**src/rtl/interrupt_controller_if.sv**
```systemverilog
// ============================================================================
// Module      : interrupt_controller_if
// Description : Device/core-side signal bundle for interrupt_controller.
// Revision    : 1.0 - initial release
// ============================================================================
`default_nettype none

interface interrupt_controller_if #(
   parameter int NUM_IRQ = 16
);
   logic               clk_en;
   logic               halt;
   logic [NUM_IRQ-1:0] irq_raw;
   logic               mask_we;
   logic [NUM_IRQ-1:0] mask_wdata;
   logic               pend_clr_we;
   logic [NUM_IRQ-1:0] pend_clr_data;
   logic               interrupt_in_wb;
   logic [3:0]         ack_id;
   logic               rfi_in_wb;
   logic [NUM_IRQ-1:0] interrupts;
   logic [NUM_IRQ-1:0] pending;
   logic [NUM_IRQ-1:0] in_service;
   logic [NUM_IRQ-1:0] mask;
   logic [7:0]         spurious_cnt;
   logic               busy;

   modport master (
      output clk_en, halt, irq_raw, mask_we, mask_wdata, pend_clr_we, pend_clr_data,
             interrupt_in_wb, ack_id, rfi_in_wb,
      input  interrupts, pending, in_service, mask, spurious_cnt, busy
   );

   modport slave (
      input  clk_en, halt, irq_raw, mask_we, mask_wdata, pend_clr_we, pend_clr_data,
             interrupt_in_wb, ack_id, rfi_in_wb,
      output interrupts, pending, in_service, mask, spurious_cnt, busy
   );
endinterface

`default_nettype wire

```
**src/rtl/interrupt_controller.sv**
```systemverilog
// ============================================================================
// Module      : interrupt_controller
// Description : Synchronises device IRQs, latches edges as pending, masks and
//               gates them by in-service state; define IRQ_NESTING_EN for nesting.
// Revision    : 1.0 - initial release
// ============================================================================
`default_nettype none

module interrupt_controller #(
   parameter int NUM_IRQ     = 16,
   parameter int SYNC_STAGES = 2
) (
   input  wire logic             clk,
   input  wire logic             rst_n,
   interrupt_controller_if.slave irq_if
);
   typedef enum logic [0:0] {
      ST_IDLE    = 1'b0,
      ST_SERVICE = 1'b1
   } state_t;

   state_t                               state_q, state_d;
   logic [SYNC_STAGES-1:0][NUM_IRQ-1:0]  sync_q;
   logic [NUM_IRQ-1:0]                   hist_q;
   logic [NUM_IRQ-1:0]                   pending_q, pending_d;
   logic [NUM_IRQ-1:0]                   in_service_q, in_service_d;
   logic [NUM_IRQ-1:0]                   mask_q, mask_d;
   logic [NUM_IRQ-1:0]                   interrupts_q;
   logic [7:0]                           spur_q, spur_d;

   logic                                 w_advance;
   logic [NUM_IRQ-1:0]                   w_sync_out;
   logic [NUM_IRQ-1:0]                   w_rise;
   logic                                 w_ack_valid;
   logic [NUM_IRQ-1:0]                   w_ack_vec;
   logic [NUM_IRQ-1:0]                   w_rfi_clr;
   logic [NUM_IRQ-1:0]                   w_is_after_rfi;
   logic [NUM_IRQ-1:0]                   w_gate;
   logic                                 w_found;
   logic                                 w_seen;

   assign w_advance   = irq_if.clk_en & ~irq_if.halt;
   assign w_sync_out  = sync_q[SYNC_STAGES-1];
   assign w_rise      = w_sync_out & ~hist_q;
   assign w_ack_valid = 32'(irq_if.ack_id) < NUM_IRQ;
   assign w_ack_vec   = w_ack_valid ? ({{(NUM_IRQ-1){1'b0}}, 1'b1} << irq_if.ack_id)
                                    : '0;

   // Highest in-service bit to retire on rfi, and the nesting priority gate.
   always_comb begin
      w_rfi_clr = '0;
      w_gate    = '0;
      w_found   = 1'b0;
      w_seen    = 1'b0;
      for (int i = NUM_IRQ - 1; i >= 0; i--) begin
         if (in_service_q[i] && !w_found) begin
            w_rfi_clr[i] = 1'b1;
            w_found      = 1'b1;
         end
         w_seen    = w_seen | in_service_q[i];
         w_gate[i] = ~w_seen;
      end
`ifndef IRQ_NESTING_EN
      w_gate = (state_q == ST_IDLE) ? '1 : '0;
`endif
      w_is_after_rfi = irq_if.rfi_in_wb ? (in_service_q & ~w_rfi_clr) : in_service_q;
   end

   always_comb begin
      mask_d       = mask_q;
      in_service_d = in_service_q;
      spur_d       = spur_q;
      pending_d    = pending_q;
      if (irq_if.pend_clr_we) begin
         pending_d = pending_d & ~irq_if.pend_clr_data;
      end
      if (w_advance) begin
         if (irq_if.mask_we) begin
            mask_d = irq_if.mask_wdata;
         end
         in_service_d = w_is_after_rfi;
         if (irq_if.interrupt_in_wb) begin
            pending_d = pending_d & ~w_ack_vec;
`ifdef IRQ_NESTING_EN
            in_service_d = in_service_d | w_ack_vec;
`else
            if (w_is_after_rfi == '0) begin
               in_service_d = in_service_d | w_ack_vec;
            end
`endif
            if (((pending_q & w_ack_vec) == '0) && (spur_q != 8'hFF)) begin
               spur_d = spur_q + 8'd1;
            end
         end
      end
      // A new edge wins over any clear in the same cycle.
      pending_d = pending_d | w_rise;
   end

   always_comb begin
      state_d = state_q;
      case (state_q)
         ST_IDLE:    if (in_service_d != '0) state_d = ST_SERVICE;
         ST_SERVICE: if (in_service_d == '0) state_d = ST_IDLE;
         default:    state_d = ST_IDLE;
      endcase
   end

   always_ff @(posedge clk or negedge rst_n) begin
      if (!rst_n) begin
         state_q      <= ST_IDLE;
         sync_q       <= '0;
         hist_q       <= '0;
         pending_q    <= '0;
         in_service_q <= '0;
         mask_q       <= '0;
         interrupts_q <= '0;
         spur_q       <= '0;
      end else begin
         state_q      <= state_d;
         sync_q       <= {sync_q[SYNC_STAGES-2:0], irq_if.irq_raw};
         hist_q       <= w_sync_out;
         pending_q    <= pending_d;
         in_service_q <= in_service_d;
         mask_q       <= mask_d;
         spur_q       <= spur_d;
         if (w_advance) begin
            interrupts_q <= pending_q & mask_q & w_gate;
         end
      end
   end

   assign irq_if.interrupts   = interrupts_q;
   assign irq_if.pending      = pending_q;
   assign irq_if.in_service   = in_service_q;
   assign irq_if.mask         = mask_q;
   assign irq_if.spurious_cnt = spur_q;
   assign irq_if.busy         = (state_q == ST_SERVICE);

endmodule

`default_nettype wire
```
**src/flat_wrapper.sv**
```systemverilog
// flat-port wrapper written by rule: the top's interface ports become plain ports
module interrupt_controller_flat 
#(
   parameter int NUM_IRQ     = 16,
   parameter int SYNC_STAGES = 2
)
  (clk, rst_n, irq_if_clk_en, irq_if_halt, irq_if_irq_raw, irq_if_mask_we, irq_if_mask_wdata, irq_if_pend_clr_we, irq_if_pend_clr_data, irq_if_interrupt_in_wb, irq_if_ack_id, irq_if_rfi_in_wb, irq_if_interrupts, irq_if_pending, irq_if_in_service, irq_if_mask, irq_if_spurious_cnt, irq_if_busy);
  interrupt_controller_if #(.NUM_IRQ(NUM_IRQ)) irq_if_i ();
  input  wire logic clk;
  input  wire logic rst_n;
  input wire logic [$bits(irq_if_i.clk_en)-1:0] irq_if_clk_en;
  input wire logic [$bits(irq_if_i.halt)-1:0] irq_if_halt;
  input wire logic [$bits(irq_if_i.irq_raw)-1:0] irq_if_irq_raw;
  input wire logic [$bits(irq_if_i.mask_we)-1:0] irq_if_mask_we;
  input wire logic [$bits(irq_if_i.mask_wdata)-1:0] irq_if_mask_wdata;
  input wire logic [$bits(irq_if_i.pend_clr_we)-1:0] irq_if_pend_clr_we;
  input wire logic [$bits(irq_if_i.pend_clr_data)-1:0] irq_if_pend_clr_data;
  input wire logic [$bits(irq_if_i.interrupt_in_wb)-1:0] irq_if_interrupt_in_wb;
  input wire logic [$bits(irq_if_i.ack_id)-1:0] irq_if_ack_id;
  input wire logic [$bits(irq_if_i.rfi_in_wb)-1:0] irq_if_rfi_in_wb;
  output wire logic [$bits(irq_if_i.interrupts)-1:0] irq_if_interrupts;
  output wire logic [$bits(irq_if_i.pending)-1:0] irq_if_pending;
  output wire logic [$bits(irq_if_i.in_service)-1:0] irq_if_in_service;
  output wire logic [$bits(irq_if_i.mask)-1:0] irq_if_mask;
  output wire logic [$bits(irq_if_i.spurious_cnt)-1:0] irq_if_spurious_cnt;
  output wire logic [$bits(irq_if_i.busy)-1:0] irq_if_busy;
  assign irq_if_i.clk_en = irq_if_clk_en;
  assign irq_if_i.halt = irq_if_halt;
  assign irq_if_i.irq_raw = irq_if_irq_raw;
  assign irq_if_i.mask_we = irq_if_mask_we;
  assign irq_if_i.mask_wdata = irq_if_mask_wdata;
  assign irq_if_i.pend_clr_we = irq_if_pend_clr_we;
  assign irq_if_i.pend_clr_data = irq_if_pend_clr_data;
  assign irq_if_i.interrupt_in_wb = irq_if_interrupt_in_wb;
  assign irq_if_i.ack_id = irq_if_ack_id;
  assign irq_if_i.rfi_in_wb = irq_if_rfi_in_wb;
  assign irq_if_interrupts = irq_if_i.interrupts;
  assign irq_if_pending = irq_if_i.pending;
  assign irq_if_in_service = irq_if_i.in_service;
  assign irq_if_mask = irq_if_i.mask;
  assign irq_if_spurious_cnt = irq_if_i.spurious_cnt;
  assign irq_if_busy = irq_if_i.busy;
  interrupt_controller #(.NUM_IRQ(NUM_IRQ), .SYNC_STAGES(SYNC_STAGES)) u_core (.clk(clk), .rst_n(rst_n), .irq_if(irq_if_i));
endmodule
```
**config.mk**
```make
export PLATFORM = sky130hd
export DESIGN_NAME = interrupt_controller_flat
export DESIGN_NICKNAME = d
export VERILOG_FILES = /design/src/rtl/interrupt_controller_if.sv /design/src/rtl/interrupt_controller.sv /design/src/flat_wrapper.sv
export SDC_FILE = /design/constraint.sdc
export NUM_CORES = 1
export LEC_CHECK = 0
export BUFFER_PORTS_ARGS = -buffer_cell sky130_fd_sc_hd__buf_2
export CORE_UTILIZATION = 52
export CTS_CLUSTER_DIAMETER = 80
export DETAILED_ROUTE_END_ITERATION = 7
export PLACE_DENSITY = 0.8
export SYNTH_ARGS = -nofsm -noshare
export SYNTH_HDL_FRONTEND = slang
export SYNTH_SLANG_ARGS = --single-unit
export TNS_END_PERCENT = 20
```
**constraint.sdc**
```tcl
create_clock -name clk -period 2.7 [get_ports clk]
set_input_delay 0.135 -clock clk [delete_from_list [all_inputs] [get_ports clk]]
set_output_delay 0.135 -clock clk [all_outputs]
set_load 0.02 [all_outputs]
```
==> results of run 1 <==
## area by class of cell
type                       instances  area [sq um]
sequential                       121          3030
fill                             527          2170
multi-input combinational        262          1650
timing repair buffer             185          1190
clock buffer                      19           442
clock inverter                    13           168
tap                              108           135
inverter                          17          63.8
## worst register-to-register path: stages (launching register included)
cell and delay [ps]:
dfrtp_1 460, nor4_4 410, and4_1 300, nand3_1 100
a2111oi_2 420, o21ai_2 330, o21ai_0 280
## report_power, final
group          leakage [nW]  switching [W]  internal (W)  total [W]
Clock                 0.295       0.000813       0.00146    0.00227
Combinational          1.53       0.000896      0.000557    0.00145
Sequential             1.48       0.000292       0.00206    0.00235
Total                  3.30        0.00200       0.00407    0.00608
## cell usage after synthesis (2+ instances only)
library cell | n | area share (%)
nor3_1 | 4 | 0.42
nor3b_1 | 2 | 0.31
a31oi_1 | 4 | 0.52
nor4_1 | 2 | 0.26
and4_1 | 2 | 0.36
nor2b_1 | 5 | 0.65
a21oi_1 | 4 | 0.42
dfrtp_1 | 121 | 63
maj3_1 | 3 | 0.62
nor2_1 | 7 | 0.55
nand4_1 | 6 | 0.78
o22ai_1 | 2 | 0.26
mux2i_1 | 2 | 0.42
mux2_2 | 18 | 4.2
and2_2 | 2 | 0.31
nand3_1 | 19 | 2.0
clkbuf_1 | 10 | 0.78
nand2_1 | 80 | 6.2
and3_1 | 6 | 0.78
inv_1 | 17 | 1.3
o21ai_2 | 9 | 1.6
a221oi_1 | 2 | 0.36
or3_2 | 2 | 0.31
o21ai_0 | 31 | 3.2
o31ai_1 | 4 | 0.62
or3_1 | 3 | 0.39
xnor2_1 | 6 | 1.1
nand4b_1 | 15 | 2.7
## layer usage
layer | vias to the layer above | track usage [%] | wire [um]
li1 | 1844 | - | -
met5 | - | 0 | 0
met4 | 0 | 18.4 | 778
met1 | 2033 | 34.1 | 5050
met3 | 68 | 9.31 | 1210
met2 | 242 | 53.1 | 7350
## through the flow
step / cell area, sq um / power, W / cells / hold WS [ps] / worst slack [ps]
after floorplan: 4820 / 0.00324 / 414 / -161 / 542
after global placement: 5600 / 0.00368 / 646 / 243 / 389
after CTS: 6680 / 0.00607 / 725 / 0.638 / 294
after detailed placement: 5600 / 0.00373 / 646 / 244 / 309
after global routing: 6680 / 0.00632 / 725 / 28.5 / 109
final: 6680 / 0.00608 / 725 / 36.9 / 299
## worst paths after layout
| kind | startpoint | end | cells past startpoint |
|---|---|---|---|
| max in group asynchronous | rst_n | u_core.irq_if.in_service[6] | 3 |
| setup reg to reg | u_core.irq_if.in_service[15] | u_core.irq_if.in_service[1] | 6 |
| setup / recovery | u_core.irq_if.in_service[15] | u_core.irq_if.in_service[1] | 6 |
| min in group asynchronous | rst_n | u_core.irq_if.mask[10] | 2 |
| hold / removal | irq_if_rfi_in_wb | u_core.irq_if.in_service[15] | 4 |
| hold reg to reg | u_core.sync_q[3] | u_core.w_sync_out[3] | 0 |
## registers in the layout, indices dropped and copies added (netlist names)
register,count
u_core.hist_q,16
u_core.irq_if.in_service,16
u_core.irq_if.interrupts,16
u_core.irq_if.mask,16
u_core.irq_if.pending,16
u_core.sync_q,16
u_core.w_sync_out,16
u_core.irq_if.spurious_cnt,8
u_core.irq_if.busy,1
## what timing repair did
| action | CTS | global route |
|---|---|---|
| hold buffers | 47 | 0 |
| endpoints found under the hold margin | 106 | 0 |
| resized for setup | 0 | 0 |
## kinds of logic (layout without fill, tap and decap cells)
family | after synthesis | in the layout | synth area share (%)
mux | 21 | 21 | 5.09
compound gates | 68 | 68 | 9.61
flops | 121 | 121 | 62.9
xor+xnor | 7 | 7 | 1.27
buf+inv | 31 | 234 | 2.91
fa+ha+maj | 4 | 4 | 0.883
simple gates | 162 | 162 | 17.4
==> results.yml, run 1 <==
timing:
  timing_hold_violations_final: 0
  setup_violations: 0
  final.min_clock_period_ps: 2400
  setup-tns-final_ps: 0
  final.period_utilization_pct: 88.9
  worst_clock_skew_ps: 6.32
  final-max-slew-violation-count: 0
  tightest_slew_ps: 894
  fmax_mhz: 417
  maxSlewHeadroom_pct: 40.4
  grt_setup_unrepaired: "no"
final_layout:
  most-common-layout-cells: "buf_2, dfrtp_1, nand2_1"
  antennaDiodeCount: 0
  most_common_library_cell_in_the_layout_ignoring_fill_and_taps: "buf_2"
  post-route-util_pct: 75.5
  layout-area-overhead-vs-synth_pct: 38.6
  nNetsFinal: 665
  drive_above_1_share_pct: 34.2
clock_network:
  tritoncts: "built"
  cts-root-to-sink-buffers: 2
  numCtsBuffers: 17
  insertion_delay_ps: 510
  clock_tree.htree_level_count: 4
  postCtsSetupRepairBufs: 0
  clkSinkCount: 121
  cts.root.buffer_cell: "clkbuf_8"
  clk_transition_reported_paths_ps: 50
place:
  hpwl_um: 8730
  numPortBuffers: 132
  gpl.final_weighted_congestion: 0.895
floorplan:
  floorplan.core_area_sq_um: 8850
  top_level_ports: 133
  die_area_sq_um: 9650
  die_boundary_width_um: 98.3
  placementRows: 34
  floorplan.die.height_um: 98.3
  floorplan.initialDensity_pct: 54.4
worst_setup_path:
  worst_setup_path_end_kind: "flop"
  worst-path-max-fanout: 17
  cp_cell_sequence: "nor4_4, and4_1, nand3_1, a2111oi_2, o21ai_2, o21ai_0"
  worst_path_dominant_cell_family: "compound AO/OA/AOI/OAI gates"
  crit_path_top_delay_cell: "dfrtp_1"
  critical_path_buf_inv_count: 0
  timing_worst_setup_path_type: "flop to flop"
  timing.reg2reg.setup_slack_ps: 300
  worstSetupStartpointType: "flop"
  worst_ep_required_time_ps: 3120
  timing.critical_path.slowest_cell_delay_ps: 460
  arrival_time_at_the_worst_endpoint_ps: 2820
synth:
  synth_ff_type: "dfrtp_1"
  syn_area_sq_um: 4820
  synth_enable_flop_cells: 0
  ys_async_sr_fraction_pct: 100
  avgSynthCellArea_sq_um: 11.6
  synth.lib_cells_used.distinct: 54
  ys.warnings.count: 0
  netlist_instances: 414
  mapped_nets: 475
  synth.ff_latch_count: 121
  sequential_area_share_after_synthesis_pct: 62.9
global_route:
  grt_max_degree: 63
  grt_first_pass_wirelength_um: 22300
  grt_antenna_before_repair: 1
  grt_overflow_total: 0
  first_global_vias: 4354
  grt_use_total_pct: 31.0
hold_path:
  hold_class: "primary input to flop"
drt:
  detailroute.via_count: 4187
  via_density_per_instance: 5.78
  detailedRoute.firstIterationViolations: 385
  detailed_route_wire_length_um: 14400
  drt.antenna.violating_nets: 0
  first_pass_iters: 8
  drt_drc_violations_left: 5
  wire_length_per_cell_after_detailed_routing_um: 19.9
power_and_ir_drop:
  power.ir.vdd_worst_v: 0.000773
  p_leak_nw: 3.30
  power_per_cell_area_nw_per_um2: 910
status:
  failed_checks: "DRC"
  status: "finished with violations"
run:
  drv.max_cap_violation_count: 0
(Power assumes the default switching activity.)
==> run 2: changes to the inputs <==
--- a/config.mk
+++ b/config.mk
@@ -6,10 +6,11 @@
 export NUM_CORES = 1
 export LEC_CHECK = 0
 export BUFFER_PORTS_ARGS = -buffer_cell sky130_fd_sc_hd__buf_2
-export CORE_UTILIZATION = 52
+export CORE_UTILIZATION = 50
 export CTS_CLUSTER_DIAMETER = 80
 export DETAILED_ROUTE_END_ITERATION = 7
-export PLACE_DENSITY = 0.8
+export GPL_TIMING_DRIVEN = 0
+export PLACE_DENSITY = 0.78
 export SYNTH_ARGS = -nofsm -noshare
 export SYNTH_HDL_FRONTEND = slang
 export SYNTH_SLANG_ARGS = --single-unit
==> run 2 against run 1 <==
  * The run now ends clean
  * Power fell by 1.6%
  * Sequential power fell by 2%
  * Register-to-register slack improved by 20 ps
  * Clock power fell by 6%
  * Cell count rose by 4.0%
  * First-iteration DRC count fell by 21%
  * Worst hold slack got worse by 8.8 ps
  * Non-clock buffer count rose by 8
  * Critical path type unchanged
  * Clock skew barely moved
==> results.yml, run 2 (synthesized netlist as in run 1, its figures left out) <==
worst_setup_path:
  arrival_time_at_the_worst_endpoint_ps: 2800
  worst_setup_path_end_kind: "flop"
  worst-path-max-fanout: 10
  worstReg2RegStart: "u_core.irq_if.in_service[15]"
  r2r.worst_path.cells: 7
  worstSetupStartpointType: "flop"
  timing.reg2reg.setup_slack_ps: 320
  worst_ep_required_time_ps: 3120
  timing_worst_setup_path_type: "flop to flop"
  ff_to_ff_end: "u_core.irq_if.busy"
drt:
  wire_length_per_cell_after_detailed_routing_um: 17.5
  first_pass_iters: 5
  drt_drc_violations_left: 0
  detailedRoute.firstIterationViolations: 303
  detailed_route_wire_length_um: 13200
  via_density_per_instance: 5.35
  drt.antenna.violating_nets: 0
  detailroute.via_count: 4037
global_route:
  grt_max_degree: 91
  grt_use_total_pct: 27.9
  first_global_vias: 4228
  grt_antenna_before_repair: 1
  grt_first_pass_wirelength_um: 20800
  grt_overflow_total: 0
final_layout:
  most-common-layout-cells: "buf_2, dfrtp_1, nand2_1"
  most_common_library_cell_in_the_layout_ignoring_fill_and_taps: "buf_2"
  final_area_sq_um: 6720
  count_of_fill_cells_added_during_filler_insertion: 628
  layout-area-overhead-vs-synth_pct: 39.6
  nNetsFinal: 673
  drive_above_1_share_pct: 32.4
floorplan:
  floorplan.core_area_sq_um: 9280
  die_area_sq_um: 10000
  placementRows: 35
  top_level_ports: 133
  floorplan.initialDensity_pct: 51.9
  floorplan.die.height_um: 100
  die_boundary_width_um: 100
clock_network:
  clock_tree.htree_level_count: 4
  postCtsResizedCells: 0
  numCtsBuffers: 17
  cts.root.buffer_cell: "clkbuf_8"
  cts-root-to-sink-buffers: 2
  clk_transition_reported_paths_ps: 60
  clkSinkCount: 121
  insertion_delay_ps: 500
  tritoncts: "built"
timing:
  setup-tns-final_ps: 0
  worst_clock_skew_ps: 6.65
  grt_setup_unrepaired: "no"
  final-max-slew-violation-count: 0
  final.period_utilization_pct: 88.2
  fmax_mhz: 420
  final.min_clock_period_ps: 2380
  setup_violations: 0
  tightest_slew_ps: 639
  maxSlewHeadroom_pct: 57.4
  timing_hold_violations_final: 0
power_and_ir_drop:
  power.ir.vdd_worst_v: 0.000648
  p_leak_nw: 3.29
  power_per_cell_area_nw_per_um2: 889
hold_path:
  hold_class: "primary input to flop"
  hold_path_end: "u_core.irq_if.in_service[15]"
  min-delay-start: "irq_if_rfi_in_wb"
  holdPathStages: 4
status:
  status: "complete, no violations"
place:
  hpwl_um: 8590
  gpl.final_weighted_congestion: 0.871
  numPortBuffers: 129
  placement.cell_area_sq_um: 5660
run:
  drv.max_cap_violation_count: 0
==> run 2: routing by layer <==
layer / part of all wire [%] / GRT usage [%] / vias to the layer above
met5: 0 / 0 / -
met4: 3.2 / 13.4 / 0
met3: 6.1 / 8.64 / 34
met2: 51 / 46.3 / 152
met1: 39 / 33.1 / 1997
li1: - / - / 1854
==> run 2: worst max-delay path, cell delays in order, from the launching register on <==
cell	delay, ps
dfrtp_1	470
nor4_4	430
and4_1	310
nand3_1	110
a2111oi_2	420
o21ai_2	200
buf_6	210
o211ai_2	150
==> run 2: timing repair <==
action / in CTS / in global routing
endpoints found under the hold margin: 169 / 0
endpoints found under the setup margin: 0 / 0
setup buffers: 0 / 0
hold buffers: 49 / 0
==> run 2: final cells by class <==
cell class	instances	area, sq um	area share (%)
buffer	14	76.3	1.14
sequential	121	3030	45.0
tap	129	161	2.40
timing repair buffer	179	1170	17.4
antenna	2	5.00	0.0744
clock buffer	23	477	7.09
multi-input combinational	262	1650	24.5
inverter	17	63.8	0.949
clock inverter	7	92.6	1.38
==> run 2: how the worst max path moves through the flow <==
stage                            startpoint                endpoint  slack [ps]  cells after the start
3_5_place_dp   u_core.irq_if.in_service[13]      u_core.irq_if.busy         360                      7
2_1_floorplan  u_core.irq_if.in_service[13]      u_core.irq_if.busy         540                      7
5_1_grt        u_core.irq_if.in_service[15]      u_core.irq_if.busy         120                      7
4_1_cts        u_core.irq_if.in_service[15]      u_core.irq_if.busy         330                      7
3_3_place_gp                          rst_n  u_core.irq_if.mask[15]         100                      1
6_report       u_core.irq_if.in_service[15]      u_core.irq_if.busy         320                      7
==> run 2: report_power, final <==
| group | total, W | switching, W | internal [W] | leakage, nW |
|---|---|---|---|---|
| logic | 0.00152 | 0.000918 | 0.000604 | 1.53 |
| registers | 0.00231 | 0.000255 | 0.00206 | 1.48 |
| clock network | 0.00214 | 0.000748 | 0.00140 | 0.272 |
| total | 0.00598 | 0.00192 | 0.00406 | 3.29 |
==> run 2: stage by stage <==
| step | power (W) | setup slack [ps] | hold slack (ps) | cells | utilization (%) |
|---|---|---|---|---|---|
| after floorplan | 0.00324 | 542 | -161 | 414 | - |
| after global placement | 0.00371 | 97.5 | 243 | 672 | 60.6 |
| after detailed placement | 0.00377 | 362 | 37.3 | 673 | 60.9 |
| after CTS | 0.00598 | 329 | 0.653 | 752 | 72.4 |
| after global routing | 0.00625 | 123 | 45.9 | 753 | 72.4 |
| final | 0.00598 | 319 | 28.1 | 754 | 72.4 |
==> run 3: changes to the inputs <==
--- a/config.mk
+++ b/config.mk
@@ -10,7 +10,7 @@
 export CTS_CLUSTER_DIAMETER = 80
 export DETAILED_ROUTE_END_ITERATION = 7
 export GPL_TIMING_DRIVEN = 0
-export PLACE_DENSITY = 0.78
+export PLACE_DENSITY = 0.77
 export SYNTH_ARGS = -nofsm -noshare
 export SYNTH_HDL_FRONTEND = slang
 export SYNTH_SLANG_ARGS = --single-unit
==> constraint.sdc (replaced) <==
create_clock -name clk -period 2.7 [get_ports clk]
set_input_delay 0.135 -clock clk [delete_from_list [all_inputs] [get_ports clk]]
set_output_delay 0.135 -clock clk [all_outputs]
set_load 0.005 [all_outputs]
==> run 3 against run 2 <==
  * Routed wire length up 1.0%
  * Utilization up 0.16 points
  * Non-clock buffer count up 1
  * Clock-buffer cell count down 5
  * First-iteration DRC count up 9.2%
  * Critical path depth unchanged
  * Clock power about the same
  * Sequential cell count unchanged
==> results.yml, run 3 (synthesized netlist as in run 1, its figures left out) <==
worst_setup_path:
  worstSetupStartpointType: "flop"
  crit_path_top_delay_cell: "dfrtp_1"
  timing.critical_path.slowest_cell_delay_ps: 480
  timing_worst_setup_path_type: "flop to flop"
  worst-path-max-fanout: 10
  worst_ep_required_time_ps: 3120
  cp_cell_sequence: "nor4_4, and4_1, nand3_1, a2111oi_2, o21ai_2, buf_6, o211ai_2"
  worst_path_dominant_cell_family: "simple AND/OR/NAND/NOR gates"
  critical_path_buf_inv_count: 1
  worst_setup_path_end_kind: "flop"
  arrival_time_at_the_worst_endpoint_ps: 2790
global_route:
  grt_use_total_pct: 28.3
  first_global_vias: 4046
  grt_first_pass_wirelength_um: 21000
  grt_antenna_before_repair: 0
  grt_max_degree: 93
  grt_overflow_total: 0
drt:
  detailroute.via_count: 4103
  detailedRoute.firstIterationViolations: 331
  drt.antenna.violating_nets: 0
  drt_drc_violations_left: 0
  detailed_route_wire_length_um: 13400
  first_pass_iters: 5
  wire_length_per_cell_after_detailed_routing_um: 17.7
  via_density_per_instance: 5.43
power_and_ir_drop:
  power.ir.vdd_worst_v: 0.000620
  power_report.internal_total_w: 0.00399
  p_seq_share_pct: 40.2
  power_switching_share_pct: 30.6
  p_leak_nw: 3.29
  net-switching-power_w: 0.00176
  power_frac_comb_pct: 22.2
  power_per_cell_area_nw_per_um2: 854
  total_power_w: 0.00576
  pwr-share-clk_pct: 37.7
clock_network:
  holdBufCountCts: 50
  numCtsBuffers: 17
  postCtsResizedCells: 0
  clk_transition_reported_paths_ps: 60
  clock_tree.htree_level_count: 4
  cts.root.buffer_cell: "clkbuf_8"
  postCtsSetupRepairBufs: 0
  cts-root-to-sink-buffers: 2
  insertion_delay_ps: 510
  tritoncts: "built"
  clkSinkCount: 121
final_layout:
  post-route-util_pct: 72.6
  drive_above_1_share_pct: 32.9
  layout-area-overhead-vs-synth_pct: 39.9
  most_common_library_cell_in_the_layout_ignoring_fill_and_taps: "buf_2"
  nNetsFinal: 674
  most-common-layout-cells: "buf_2, dfrtp_1, nand2_1"
floorplan:
  floorplan.die.height_um: 100
  floorplan.core_area_sq_um: 9280
  die_area_sq_um: 10000
  top_level_ports: 133
  floorplan.initialDensity_pct: 51.9
  placementRows: 35
  die_boundary_width_um: 100
place:
  numPortBuffers: 129
  gpl.final_weighted_congestion: 0.834
  hpwl_um: 8400
  dpl_worst_slack_ps: 353
timing:
  tightest_slew_ps: 608
  maxSlewHeadroom_pct: 59.4
  final.period_utilization_pct: 87.8
  final.min_clock_period_ps: 2370
  worst_clock_skew_ps: 7.47
  timing_hold_violations_final: 0
  setup_violations: 0
  setup-tns-final_ps: 0
  grt_setup_unrepaired: "no"
  hold_slack_ps: 60.9
  postLayoutSetupSlackWorst_ps: 329
  fmax_mhz: 422
  final-max-slew-violation-count: 0
run:
  drv.max_cap_violation_count: 0
hold_path:
  hold_class: "primary input to async pin"
status:
  status: "complete, no violations"
-- run 3: through the flow --
| stage | instance area, sq um | std cells |
|---|---|---|
| floorplan | 4820 | 414 |
| global placement | 5620 | 672 |
| detailed placement | 5660 | 673 |
| CTS | 6740 | 755 |
| global route | 6740 | 755 |
| finish | 6740 | 756 |
-- run 3: path summary, 6_finish.rpt --
path	start	endpoint	slack [ps]	cells after the start
max	u_core.irq_if.in_service[13]	u_core.irq_if.busy	330	7
min	rst_n	u_core.sync_q[2]	60	2
max reg2reg	u_core.irq_if.in_service[13]	u_core.irq_if.busy	330	7
min reg2reg	u_core.sync_q[10]	u_core.w_sync_out[10]	350	0
max in group asynchronous	rst_n	u_core.irq_if.in_service[4]	1930	3
min in group clk	irq_if_pend_clr_we	u_core.irq_if.pending[1]	60	4
-- run 3: worst reg2reg max path: stages, from the launching register on --
cell       delay, ps
dfrtp_1          480
nor4_4           410
and4_1           310
nand3_1          110
a2111oi_2        420
o21ai_2          190
buf_6            210
o211ai_2         150
-- run 3: area by class of cell --
class,instances,area (sq um)
diodes,1,2.50
plain buffers,14,76.3
clock buffers,18,428
clock inverters,14,149
fillers,660,2550
inverters,17,63.8
multi-input cells,262,1650
flip-flops and latches,121,3030
well taps,129,161
repair buffers,180,1180
-- run 3: power by group through the flow --
stage,sequential (W),combinational (W),clock (W)
after detailed placement,0.00233,0.00120,0
after global routing,0.00235,0.00140,0.00227
final,0.00231,0.00128,0.00217
after floorplan,0.00229,0.000720,0
after global placement,0.00231,0.00117,0
after CTS,0.00230,0.00127,0.00219
-- run 3: per-layer routing --
| metal | GRT usage [%] | up-vias | wire, um |
|---|---|---|---|
| li1 | - | 1866 | - |
| met1 | 34.7 | 2004 | 5420 |
| met2 | 47.0 | 183 | 6690 |
| met3 | 6.69 | 50 | 756 |
| met4 | 14.5 | 0 | 488 |
| met5 | 0 | - | 0 |
